===== config.mk =====
export PLATFORM = sky130hd
export DESIGN_NAME = axil_shared_ram_arbiter_flat
export DESIGN_NICKNAME = d
export VERILOG_FILES = /design/src/rtl/axil_shared_ram_arbiter_if.sv /design/src/rtl/axil_shared_ram_arbiter.sv /design/src/flat_wrapper.sv
export SDC_FILE = /design/constraint.sdc
export NUM_CORES = 1
export LEC_CHECK = 0
export CORE_AREA = 2 2 168 170
export DETAILED_ROUTE_END_ITERATION = 6
export DIE_AREA = 0 0 170 172
export GPL_TIMING_DRIVEN = 0
export PLACE_DENSITY_LB_ADDON = 0.25
export REMOVE_ABC_BUFFERS = 1
export SYNTH_ARGS = -nofsm -noshare
export SYNTH_HDL_FRONTEND = slang
export SYNTH_SLANG_ARGS = --single-unit

===== constraint.sdc =====
create_clock -name i_Clock -period 1.6 [get_ports i_Clock]
set_input_delay 0.32 -clock i_Clock [delete_from_list [all_inputs] [get_ports i_Clock]]
set_output_delay 0.32 -clock i_Clock [all_outputs]
set_load 0.02 [all_outputs]

===== src/rtl/axil_shared_ram_arbiter_if.sv =====
// AXI-Lite bundle used on both sides of the shared-RAM arbiter.
// Master drives requests; slave answers. Read-only users leave the write channels idle.
interface axil_shared_ram_arbiter_if #(
  parameter int ADDR_WIDTH = 32,
  parameter int DATA_WIDTH = 32
) ();
  logic [ADDR_WIDTH-1:0]   araddr;
  logic                    arvalid;
  logic                    arready;
  logic [DATA_WIDTH-1:0]   rdata;
  logic                    rvalid;
  logic                    rready;
  logic [ADDR_WIDTH-1:0]   awaddr;
  logic                    awvalid;
  logic                    awready;
  logic [DATA_WIDTH-1:0]   wdata;
  logic [DATA_WIDTH/8-1:0] wstrb;
  logic                    wvalid;
  logic                    wready;
  logic [1:0]              bresp;
  logic                    bvalid;
  logic                    bready;

  modport master (
    output araddr, arvalid, input arready,
    input  rdata, rvalid, output rready,
    output awaddr, awvalid, input awready,
    output wdata, wstrb, wvalid, input wready,
    input  bresp, bvalid, output bready
  );

  modport slave (
    input  araddr, arvalid, output arready,
    output rdata, rvalid, input rready,
    input  awaddr, awvalid, output awready,
    input  wdata, wstrb, wvalid, output wready,
    output bresp, bvalid, input bready
  );
endinterface


===== src/rtl/axil_shared_ram_arbiter.sv =====
// Shares one AXI-Lite RAM between the CPU instruction (read-only) and data ports, one transaction at a time.
// Define AXIL_ARB_ROUND_ROBIN_EN to alternate priority between instruction and data requesters.
//
// state   | meaning
// IDLE    | no owner; arbitrate among pending requests
// RD_ADDR | AR channel of the granted reader forwarded to the RAM
// RD_DATA | R channel routed back to the granted reader
// WR_XFER | data-port AW and W forwarded independently until both handshake
// WR_RESP | B channel routed back to the data port
module axil_shared_ram_arbiter #(
  parameter int          ADDR_WIDTH   = 32,
  parameter int          DATA_WIDTH   = 32,
  parameter int          M_ADDR_WIDTH = 17,
  parameter logic [31:0] INSTR_BASE   = 32'h0000_0000,
  parameter logic [31:0] DATA_BASE    = 32'h8000_0000,
  parameter logic [31:0] INSTR_OFFSET = 32'h0000_0000,
  parameter logic [31:0] DATA_OFFSET  = 32'h0001_0000
) (
  input  logic                        i_Clock,
  input  logic                        i_Reset,
  axil_shared_ram_arbiter_if.slave    s_instruction_memory_axil,
  axil_shared_ram_arbiter_if.slave    s_data_memory_axil,
  axil_shared_ram_arbiter_if.master   m_axil,
  output logic [1:0]                  o_Grant
);

  typedef enum logic [2:0] {
    IDLE    = 3'd0,
    RD_ADDR = 3'd1,
    RD_DATA = 3'd2,
    WR_XFER = 3'd3,
    WR_RESP = 3'd4
  } state_t;

  localparam logic [1:0] GNT_NONE  = 2'b00;
  localparam logic [1:0] GNT_INSTR = 2'b01;
  localparam logic [1:0] GNT_DRD   = 2'b10;
  localparam logic [1:0] GNT_DWR   = 2'b11;

  state_t                state;
  logic                  aw_done;
  logic                  w_done;
  logic [1:0]            pick;
  logic                  req_i;
  logic                  req_dr;
  logic                  req_dw;
  logic                  aw_hs;
  logic                  w_hs;
  logic [ADDR_WIDTH-1:0] instr_ar_rb;
  logic [ADDR_WIDTH-1:0] data_ar_rb;
  logic [ADDR_WIDTH-1:0] data_aw_rb;
  logic                  unused_ok;

`ifdef AXIL_ARB_ROUND_ROBIN_EN
  logic                  last_data;
`endif

  assign req_i  = s_instruction_memory_axil.arvalid;
  assign req_dr = s_data_memory_axil.arvalid;
  assign req_dw = s_data_memory_axil.awvalid | s_data_memory_axil.wvalid;

  // Rebase into the RAM window; arithmetic wraps modulo 2^ADDR_WIDTH before truncation.
  assign instr_ar_rb = s_instruction_memory_axil.araddr - ADDR_WIDTH'(INSTR_BASE) + ADDR_WIDTH'(INSTR_OFFSET);
  assign data_ar_rb  = s_data_memory_axil.araddr - ADDR_WIDTH'(DATA_BASE) + ADDR_WIDTH'(DATA_OFFSET);
  assign data_aw_rb  = s_data_memory_axil.awaddr - ADDR_WIDTH'(DATA_BASE) + ADDR_WIDTH'(DATA_OFFSET);

  assign aw_hs = m_axil.awvalid & m_axil.awready;
  assign w_hs  = m_axil.wvalid & m_axil.wready;

  always_comb begin
    pick = GNT_NONE;
    if (req_dw)
      pick = GNT_DWR;
    else if (req_dr)
      pick = GNT_DRD;
    else if (req_i)
      pick = GNT_INSTR;
`ifdef AXIL_ARB_ROUND_ROBIN_EN
    if (req_i && last_data)
      pick = GNT_INSTR;
`endif
  end

  always_comb begin
    m_axil.araddr  = '0;
    m_axil.arvalid = 1'b0;
    m_axil.rready  = 1'b0;
    m_axil.awaddr  = '0;
    m_axil.awvalid = 1'b0;
    m_axil.wdata   = '0;
    m_axil.wstrb   = '0;
    m_axil.wvalid  = 1'b0;
    m_axil.bready  = 1'b0;

    s_instruction_memory_axil.arready = 1'b0;
    s_instruction_memory_axil.rdata   = '0;
    s_instruction_memory_axil.rvalid  = 1'b0;
    s_instruction_memory_axil.awready = 1'b0;
    s_instruction_memory_axil.wready  = 1'b0;
    s_instruction_memory_axil.bresp   = 2'b00;
    s_instruction_memory_axil.bvalid  = 1'b0;

    s_data_memory_axil.arready = 1'b0;
    s_data_memory_axil.rdata   = '0;
    s_data_memory_axil.rvalid  = 1'b0;
    s_data_memory_axil.awready = 1'b0;
    s_data_memory_axil.wready  = 1'b0;
    s_data_memory_axil.bresp   = 2'b00;
    s_data_memory_axil.bvalid  = 1'b0;

    case (state)
      RD_ADDR: begin
        if (o_Grant == GNT_INSTR) begin
          m_axil.arvalid = s_instruction_memory_axil.arvalid;
          m_axil.araddr  = instr_ar_rb[M_ADDR_WIDTH-1:0];
          s_instruction_memory_axil.arready = m_axil.arready;
        end else begin
          m_axil.arvalid = s_data_memory_axil.arvalid;
          m_axil.araddr  = data_ar_rb[M_ADDR_WIDTH-1:0];
          s_data_memory_axil.arready = m_axil.arready;
        end
      end
      RD_DATA: begin
        if (o_Grant == GNT_INSTR) begin
          m_axil.rready = s_instruction_memory_axil.rready;
          s_instruction_memory_axil.rvalid = m_axil.rvalid;
          s_instruction_memory_axil.rdata  = m_axil.rdata;
        end else begin
          m_axil.rready = s_data_memory_axil.rready;
          s_data_memory_axil.rvalid = m_axil.rvalid;
          s_data_memory_axil.rdata  = m_axil.rdata;
        end
      end
      WR_XFER: begin
        // A channel that already handshook is masked so it cannot issue twice.
        m_axil.awvalid = s_data_memory_axil.awvalid & ~aw_done;
        m_axil.awaddr  = data_aw_rb[M_ADDR_WIDTH-1:0];
        s_data_memory_axil.awready = m_axil.awready & ~aw_done;
        m_axil.wvalid  = s_data_memory_axil.wvalid & ~w_done;
        m_axil.wdata   = s_data_memory_axil.wdata;
        m_axil.wstrb   = s_data_memory_axil.wstrb;
        s_data_memory_axil.wready = m_axil.wready & ~w_done;
      end
      WR_RESP: begin
        m_axil.bready = s_data_memory_axil.bready;
        s_data_memory_axil.bvalid = m_axil.bvalid;
        s_data_memory_axil.bresp  = m_axil.bresp;
      end
      default: ;
    endcase
  end

  always_ff @(posedge i_Clock or negedge i_Reset) begin
    if (!i_Reset) begin
      state   <= IDLE;
      o_Grant <= GNT_NONE;
      aw_done <= 1'b0;
      w_done  <= 1'b0;
`ifdef AXIL_ARB_ROUND_ROBIN_EN
      last_data <= 1'b1;
`endif
    end else begin
      case (state)
        IDLE: begin
          if (pick != GNT_NONE) begin
            o_Grant <= pick;
            state   <= (pick == GNT_DWR) ? WR_XFER : RD_ADDR;
`ifdef AXIL_ARB_ROUND_ROBIN_EN
            last_data <= pick[1];
`endif
          end
        end
        RD_ADDR: begin
          if (m_axil.arvalid && m_axil.arready)
            state <= RD_DATA;
        end
        RD_DATA: begin
          if (m_axil.rvalid && m_axil.rready) begin
            state   <= IDLE;
            o_Grant <= GNT_NONE;
          end
        end
        WR_XFER: begin
          if (aw_hs)
            aw_done <= 1'b1;
          if (w_hs)
            w_done <= 1'b1;
          if ((aw_done || aw_hs) && (w_done || w_hs))
            state <= WR_RESP;
        end
        WR_RESP: begin
          if (m_axil.bvalid && m_axil.bready) begin
            aw_done <= 1'b0;
            w_done  <= 1'b0;
            state   <= IDLE;
            o_Grant <= GNT_NONE;
          end
        end
        default: begin
          state   <= IDLE;
          o_Grant <= GNT_NONE;
        end
      endcase
    end
  end

  // Instruction write channels and truncated upper address bits are intentionally dropped.
  assign unused_ok = ^{s_instruction_memory_axil.awaddr, s_instruction_memory_axil.awvalid,
                       s_instruction_memory_axil.wdata, s_instruction_memory_axil.wstrb,
                       s_instruction_memory_axil.wvalid, s_instruction_memory_axil.bready,
                       instr_ar_rb[ADDR_WIDTH-1:M_ADDR_WIDTH], data_ar_rb[ADDR_WIDTH-1:M_ADDR_WIDTH],
                       data_aw_rb[ADDR_WIDTH-1:M_ADDR_WIDTH]};

endmodule

===== src/flat_wrapper.sv =====
// flat-port wrapper written by rule: the top's interface ports become plain ports
module axil_shared_ram_arbiter_flat 
#(
  parameter int          ADDR_WIDTH   = 32,
  parameter int          DATA_WIDTH   = 32,
  parameter int          M_ADDR_WIDTH = 17,
  parameter logic [31:0] INSTR_BASE   = 32'h0000_0000,
  parameter logic [31:0] DATA_BASE    = 32'h8000_0000,
  parameter logic [31:0] INSTR_OFFSET = 32'h0000_0000,
  parameter logic [31:0] DATA_OFFSET  = 32'h0001_0000
)
  (i_Clock, i_Reset, o_Grant, s_instruction_memory_axil_araddr, s_instruction_memory_axil_arvalid, s_instruction_memory_axil_arready, s_instruction_memory_axil_rdata, s_instruction_memory_axil_rvalid, s_instruction_memory_axil_rready, s_instruction_memory_axil_awaddr, s_instruction_memory_axil_awvalid, s_instruction_memory_axil_awready, s_instruction_memory_axil_wdata, s_instruction_memory_axil_wstrb, s_instruction_memory_axil_wvalid, s_instruction_memory_axil_wready, s_instruction_memory_axil_bresp, s_instruction_memory_axil_bvalid, s_instruction_memory_axil_bready, s_data_memory_axil_araddr, s_data_memory_axil_arvalid, s_data_memory_axil_arready, s_data_memory_axil_rdata, s_data_memory_axil_rvalid, s_data_memory_axil_rready, s_data_memory_axil_awaddr, s_data_memory_axil_awvalid, s_data_memory_axil_awready, s_data_memory_axil_wdata, s_data_memory_axil_wstrb, s_data_memory_axil_wvalid, s_data_memory_axil_wready, s_data_memory_axil_bresp, s_data_memory_axil_bvalid, s_data_memory_axil_bready, m_axil_araddr, m_axil_arvalid, m_axil_arready, m_axil_rdata, m_axil_rvalid, m_axil_rready, m_axil_awaddr, m_axil_awvalid, m_axil_awready, m_axil_wdata, m_axil_wstrb, m_axil_wvalid, m_axil_wready, m_axil_bresp, m_axil_bvalid, m_axil_bready);
  axil_shared_ram_arbiter_if #(.ADDR_WIDTH(ADDR_WIDTH), .DATA_WIDTH(DATA_WIDTH)) s_instruction_memory_axil_i ();
  axil_shared_ram_arbiter_if #(.ADDR_WIDTH(ADDR_WIDTH), .DATA_WIDTH(DATA_WIDTH)) s_data_memory_axil_i ();
  axil_shared_ram_arbiter_if #(.ADDR_WIDTH(ADDR_WIDTH), .DATA_WIDTH(DATA_WIDTH)) m_axil_i ();
  input  logic i_Clock;
  input  logic i_Reset;
  output logic [1:0] o_Grant;
  input wire logic [$bits(s_instruction_memory_axil_i.araddr)-1:0] s_instruction_memory_axil_araddr;
  input wire logic [$bits(s_instruction_memory_axil_i.arvalid)-1:0] s_instruction_memory_axil_arvalid;
  output wire logic [$bits(s_instruction_memory_axil_i.arready)-1:0] s_instruction_memory_axil_arready;
  output wire logic [$bits(s_instruction_memory_axil_i.rdata)-1:0] s_instruction_memory_axil_rdata;
  output wire logic [$bits(s_instruction_memory_axil_i.rvalid)-1:0] s_instruction_memory_axil_rvalid;
  input wire logic [$bits(s_instruction_memory_axil_i.rready)-1:0] s_instruction_memory_axil_rready;
  input wire logic [$bits(s_instruction_memory_axil_i.awaddr)-1:0] s_instruction_memory_axil_awaddr;
  input wire logic [$bits(s_instruction_memory_axil_i.awvalid)-1:0] s_instruction_memory_axil_awvalid;
  output wire logic [$bits(s_instruction_memory_axil_i.awready)-1:0] s_instruction_memory_axil_awready;
  input wire logic [$bits(s_instruction_memory_axil_i.wdata)-1:0] s_instruction_memory_axil_wdata;
  input wire logic [$bits(s_instruction_memory_axil_i.wstrb)-1:0] s_instruction_memory_axil_wstrb;
  input wire logic [$bits(s_instruction_memory_axil_i.wvalid)-1:0] s_instruction_memory_axil_wvalid;
  output wire logic [$bits(s_instruction_memory_axil_i.wready)-1:0] s_instruction_memory_axil_wready;
  output wire logic [$bits(s_instruction_memory_axil_i.bresp)-1:0] s_instruction_memory_axil_bresp;
  output wire logic [$bits(s_instruction_memory_axil_i.bvalid)-1:0] s_instruction_memory_axil_bvalid;
  input wire logic [$bits(s_instruction_memory_axil_i.bready)-1:0] s_instruction_memory_axil_bready;
  input wire logic [$bits(s_data_memory_axil_i.araddr)-1:0] s_data_memory_axil_araddr;
  input wire logic [$bits(s_data_memory_axil_i.arvalid)-1:0] s_data_memory_axil_arvalid;
  output wire logic [$bits(s_data_memory_axil_i.arready)-1:0] s_data_memory_axil_arready;
  output wire logic [$bits(s_data_memory_axil_i.rdata)-1:0] s_data_memory_axil_rdata;
  output wire logic [$bits(s_data_memory_axil_i.rvalid)-1:0] s_data_memory_axil_rvalid;
  input wire logic [$bits(s_data_memory_axil_i.rready)-1:0] s_data_memory_axil_rready;
  input wire logic [$bits(s_data_memory_axil_i.awaddr)-1:0] s_data_memory_axil_awaddr;
  input wire logic [$bits(s_data_memory_axil_i.awvalid)-1:0] s_data_memory_axil_awvalid;
  output wire logic [$bits(s_data_memory_axil_i.awready)-1:0] s_data_memory_axil_awready;
  input wire logic [$bits(s_data_memory_axil_i.wdata)-1:0] s_data_memory_axil_wdata;
  input wire logic [$bits(s_data_memory_axil_i.wstrb)-1:0] s_data_memory_axil_wstrb;
  input wire logic [$bits(s_data_memory_axil_i.wvalid)-1:0] s_data_memory_axil_wvalid;
  output wire logic [$bits(s_data_memory_axil_i.wready)-1:0] s_data_memory_axil_wready;
  output wire logic [$bits(s_data_memory_axil_i.bresp)-1:0] s_data_memory_axil_bresp;
  output wire logic [$bits(s_data_memory_axil_i.bvalid)-1:0] s_data_memory_axil_bvalid;
  input wire logic [$bits(s_data_memory_axil_i.bready)-1:0] s_data_memory_axil_bready;
  output wire logic [$bits(m_axil_i.araddr)-1:0] m_axil_araddr;
  output wire logic [$bits(m_axil_i.arvalid)-1:0] m_axil_arvalid;
  input wire logic [$bits(m_axil_i.arready)-1:0] m_axil_arready;
  input wire logic [$bits(m_axil_i.rdata)-1:0] m_axil_rdata;
  input wire logic [$bits(m_axil_i.rvalid)-1:0] m_axil_rvalid;
  output wire logic [$bits(m_axil_i.rready)-1:0] m_axil_rready;
  output wire logic [$bits(m_axil_i.awaddr)-1:0] m_axil_awaddr;
  output wire logic [$bits(m_axil_i.awvalid)-1:0] m_axil_awvalid;
  input wire logic [$bits(m_axil_i.awready)-1:0] m_axil_awready;
  output wire logic [$bits(m_axil_i.wdata)-1:0] m_axil_wdata;
  output wire logic [$bits(m_axil_i.wstrb)-1:0] m_axil_wstrb;
  output wire logic [$bits(m_axil_i.wvalid)-1:0] m_axil_wvalid;
  input wire logic [$bits(m_axil_i.wready)-1:0] m_axil_wready;
  input wire logic [$bits(m_axil_i.bresp)-1:0] m_axil_bresp;
  input wire logic [$bits(m_axil_i.bvalid)-1:0] m_axil_bvalid;
  output wire logic [$bits(m_axil_i.bready)-1:0] m_axil_bready;
  assign s_instruction_memory_axil_i.araddr = s_instruction_memory_axil_araddr;
  assign s_instruction_memory_axil_i.arvalid = s_instruction_memory_axil_arvalid;
  assign s_instruction_memory_axil_arready = s_instruction_memory_axil_i.arready;
  assign s_instruction_memory_axil_rdata = s_instruction_memory_axil_i.rdata;
  assign s_instruction_memory_axil_rvalid = s_instruction_memory_axil_i.rvalid;
  assign s_instruction_memory_axil_i.rready = s_instruction_memory_axil_rready;
  assign s_instruction_memory_axil_i.awaddr = s_instruction_memory_axil_awaddr;
  assign s_instruction_memory_axil_i.awvalid = s_instruction_memory_axil_awvalid;
  assign s_instruction_memory_axil_awready = s_instruction_memory_axil_i.awready;
  assign s_instruction_memory_axil_i.wdata = s_instruction_memory_axil_wdata;
  assign s_instruction_memory_axil_i.wstrb = s_instruction_memory_axil_wstrb;
  assign s_instruction_memory_axil_i.wvalid = s_instruction_memory_axil_wvalid;
  assign s_instruction_memory_axil_wready = s_instruction_memory_axil_i.wready;
  assign s_instruction_memory_axil_bresp = s_instruction_memory_axil_i.bresp;
  assign s_instruction_memory_axil_bvalid = s_instruction_memory_axil_i.bvalid;
  assign s_instruction_memory_axil_i.bready = s_instruction_memory_axil_bready;
  assign s_data_memory_axil_i.araddr = s_data_memory_axil_araddr;
  assign s_data_memory_axil_i.arvalid = s_data_memory_axil_arvalid;
  assign s_data_memory_axil_arready = s_data_memory_axil_i.arready;
  assign s_data_memory_axil_rdata = s_data_memory_axil_i.rdata;
  assign s_data_memory_axil_rvalid = s_data_memory_axil_i.rvalid;
  assign s_data_memory_axil_i.rready = s_data_memory_axil_rready;
  assign s_data_memory_axil_i.awaddr = s_data_memory_axil_awaddr;
  assign s_data_memory_axil_i.awvalid = s_data_memory_axil_awvalid;
  assign s_data_memory_axil_awready = s_data_memory_axil_i.awready;
  assign s_data_memory_axil_i.wdata = s_data_memory_axil_wdata;
  assign s_data_memory_axil_i.wstrb = s_data_memory_axil_wstrb;
  assign s_data_memory_axil_i.wvalid = s_data_memory_axil_wvalid;
  assign s_data_memory_axil_wready = s_data_memory_axil_i.wready;
  assign s_data_memory_axil_bresp = s_data_memory_axil_i.bresp;
  assign s_data_memory_axil_bvalid = s_data_memory_axil_i.bvalid;
  assign s_data_memory_axil_i.bready = s_data_memory_axil_bready;
  assign m_axil_araddr = m_axil_i.araddr;
  assign m_axil_arvalid = m_axil_i.arvalid;
  assign m_axil_i.arready = m_axil_arready;
  assign m_axil_i.rdata = m_axil_rdata;
  assign m_axil_i.rvalid = m_axil_rvalid;
  assign m_axil_rready = m_axil_i.rready;
  assign m_axil_awaddr = m_axil_i.awaddr;
  assign m_axil_awvalid = m_axil_i.awvalid;
  assign m_axil_i.awready = m_axil_awready;
  assign m_axil_wdata = m_axil_i.wdata;
  assign m_axil_wstrb = m_axil_i.wstrb;
  assign m_axil_wvalid = m_axil_i.wvalid;
  assign m_axil_i.wready = m_axil_wready;
  assign m_axil_i.bresp = m_axil_bresp;
  assign m_axil_i.bvalid = m_axil_bvalid;
  assign m_axil_bready = m_axil_i.bready;
  axil_shared_ram_arbiter #(.ADDR_WIDTH(ADDR_WIDTH), .DATA_WIDTH(DATA_WIDTH), .M_ADDR_WIDTH(M_ADDR_WIDTH), .INSTR_BASE(INSTR_BASE), .DATA_BASE(DATA_BASE), .INSTR_OFFSET(INSTR_OFFSET), .DATA_OFFSET(DATA_OFFSET)) u_core (.i_Clock(i_Clock), .i_Reset(i_Reset), .s_instruction_memory_axil(s_instruction_memory_axil_i), .s_data_memory_axil(s_data_memory_axil_i), .m_axil(m_axil_i), .o_Grant(o_Grant));
endmodule

==> impl_metrics.json <==
{
  "busiest_layer": "met2",
  "holdWs_ps": 363,
  "fin_crit_ps": 2010,
  "initial_core_util_pct": 6.88,
  "cts-root-buf": "clkbuf_16",
  "route.detailed.drc": 0,
  "status": "finished with violations",
  "post-place-ws_ps": -1880,
  "holdCritPathClass": "input port to async pin",
  "drv_slew": 0,
  "use_met2_pct": 17.4,
  "multi_input_area_sq_um": 1960,
  "use_met1_pct": 8.33,
  "cts_tree": "built",
  "clock.fmax_mhz": 498,
  "finalSetupViolations": 148,
  "grt_pass1_vias": 3152,
  "antenna_found_initial": 0,
  "clk_pin_slew_ps": 40,
  "hold_viol": 0,
  "layout-drive-gt1-share_pct": 56.6,
  "fill_cells": 3031,
  "synth-async-reset-ratio_pct": 100,
  "fin_nets": 893,
  "dpl.cell_count": 902,
  "cts_sinks": 7,
  "synth_edf_count": 0,
  "yosysUniqueCellTypes": 34,
  "grt_max_degree": 19,
  "arrival_ps": 1690,
  "grtUsageTotal_pct": 8.44,
  "cp_max_fo": 6,
  "die_w_microns": 170,
  "cts_buffer_depth": 2,
  "r2r_setup_slack_ps": 10,
  "syn-cell-area_sq_um": 1890,
  "cts-buffers-inserted": 3,
  "critPathKind": "flip-flop to output pin",
  "place.gp.congestion": 0.688,
  "power.leakage_nw": 2.94,
  "synthFlopType": "dfrtp_1",
  "n_antenna_cell": 0,
  "grt-ovfl-total": 0,
  "core_sq_um": 27500,
  "first_iter_violations": 53,
  "rsz0062_at_grt": "true",
  "dp_hpwl_microns": 9230,
  "post-route-util_pct": 23.4,
  "synthDominantCellAreaShare_pct": 40.7,
  "finalNonFillerCells": 987,
  "p_per_area_nw_per_um2": 1480,
  "grt_pass1_wl_microns": 18600,
  "synth_seq_cells": 7,
  "total_power_mw": 9.49,
  "yosysMostFrequentCell": "and2_1",
  "cp-start-kind": "flip-flop",
  "hold_buffers": 0,
  "syn_avg_cell_area_sq_um": 6.47,
  "worstPathRequired_ps": 1280,
  "yosys.area.top_type": "and2_1",
  "cts_max_level": 1,
  "ant_nets": 0,
  "viasPerCell": 3.34,
  "met3_usage_pct": 2.93,
  "wirelength_microns": 14000,
  "ys_seq_area_share_pct": 9.27,
  "insertion_delay_ps": 230,
  "dr.pass1.iters": 4,
  "ir_drop_v": 0.000620,
  "ys_warn_count": 0,
  "seq_area_sq_um": 184,
  "timing.final.ws_setup_ps": -407,
  "row_count": 61,
  "fin_crit_sh_pct": 125,
  "syn2layout_area_growth_pct": 240,
  "drv_cap": 0,
  "violations": "setup timing",
  "vias": 3298,
  "io_buffers": 284,
  "wl_per_cell_microns": 14.2,
  "postSynthCellCount": 292,
  "die_h_microns": 172,
  "dieArea_sq_um": 29200,
  "fin_skew_ps": 2.81,
  "synthTopCellsByArea": "and2_1 (41%), buf_4 (14%), dfrtp_1 (9.3%)",
  "endpoint_kind": "output pin",
  "io-pin-count": 436,
  "synth_commonest_cells": "and2_1 (123), nand2_1 (39), buf_4 (36)",
  "r2r_cells": 6
}
==> routing by layer <==
metal / vias up / share of wire [%]
li1: 1567 / -
met1: 1489 / 34
met2: 237 / 56
met3: 5 / 10
met4: 0 / 0.39
met5: - / 0
==> power breakdown <==
| part | leakage (nW) | switching [mW] | internal [mW] |
|---|---|---|---|
| Clock | 0.0382 | 0.102 | 0.332 |
| Sequential | 0.0770 | 0.171 | 0.284 |
| Combinational | 2.82 | 3.79 | 4.81 |
==> worst paths after layout <==
path | start | to
worst min-delay path | i_Reset | u_core.state[1]
worst max register to register | u_core.state[2] | u_core.state[2]
max in group asynchronous | i_Reset | u_core.state[1]
min in group i_Clock | u_core.aw_done | u_core.aw_done
worst max-delay path | u_core.state[2] | m_axil_awaddr[11]
worst min register to register | u_core.aw_done | u_core.aw_done
==> worst max-delay path, stage by stage (launching register included) <==
cell and delay, ps:
dfrtp_2 440, and2b_4 330, and2_4 250, buf_4 140
and2_4 160, buf_6 120
==> final cells by class <==
type | count | share of cell area (%)
timing repair buffer | 354 | 58.5
multi-input combinational | 274 | 30.6
clock buffer | 4 | 1.23
tap | 346 | 6.74
inverter | 2 | 0.117
sequential | 7 | 2.86
==> through the flow <==
step / TNS, ps / area (sq um)
2_1_floorplan: -68990 / 1630
3_3_place_gp: -250760 / 4900
3_5_place_dp: -181730 / 4910
4_1_cts: -46560 / 5830
5_1_grt: -51660 / 6420
6_report: -43720 / 6420
==> state kept, by name, summed over array words and instances, names as in the netlist <==
register and flops:
u_core.state 3, u_core.o_Grant 2, u_core.aw_done 1, u_core.w_done 1
==> cell usage in the layout, fill, tap and decap left out, drive strengths merged, types with 2 or more instances in the layout <==
cell	instances
a21oi	21
a31oi	3
and2	129
and2b	2
and3	2
buf	215
clkbuf	7
clkdlybuf4s50	134
conb	35
dfrtp	7
dlymetal6s2s	2
inv	2
nand2	39
nand2b	3
nand3	2
nor2	11
nor2b	2
nor3	2
nor3b	6
o2111ai	2
o21ai	6
==> what timing repair did <==
action	4_1_cts	5_1_grt
gates resized for setup	888	146
endpoints found under the setup margin	157	154
setup buffers	51	16
cloned	12	2
pin swaps	38	52
==> logic make-up after synthesis <==
| logic type | after synthesis | synth area share (%) |
|---|---|---|
| flip-flops | 7 | 9.27 |
| AND/OR/NAND/NOR | 189 | 57.2 |
| other | 1 | 0.198 |
| AO/OA/AOI/OAI | 38 | 11.8 |
| multiplexers | 1 | 0.529 |
| buffers and inverters | 56 | 21.0 |
Note: power is estimated with default switching activity, not from simulation.
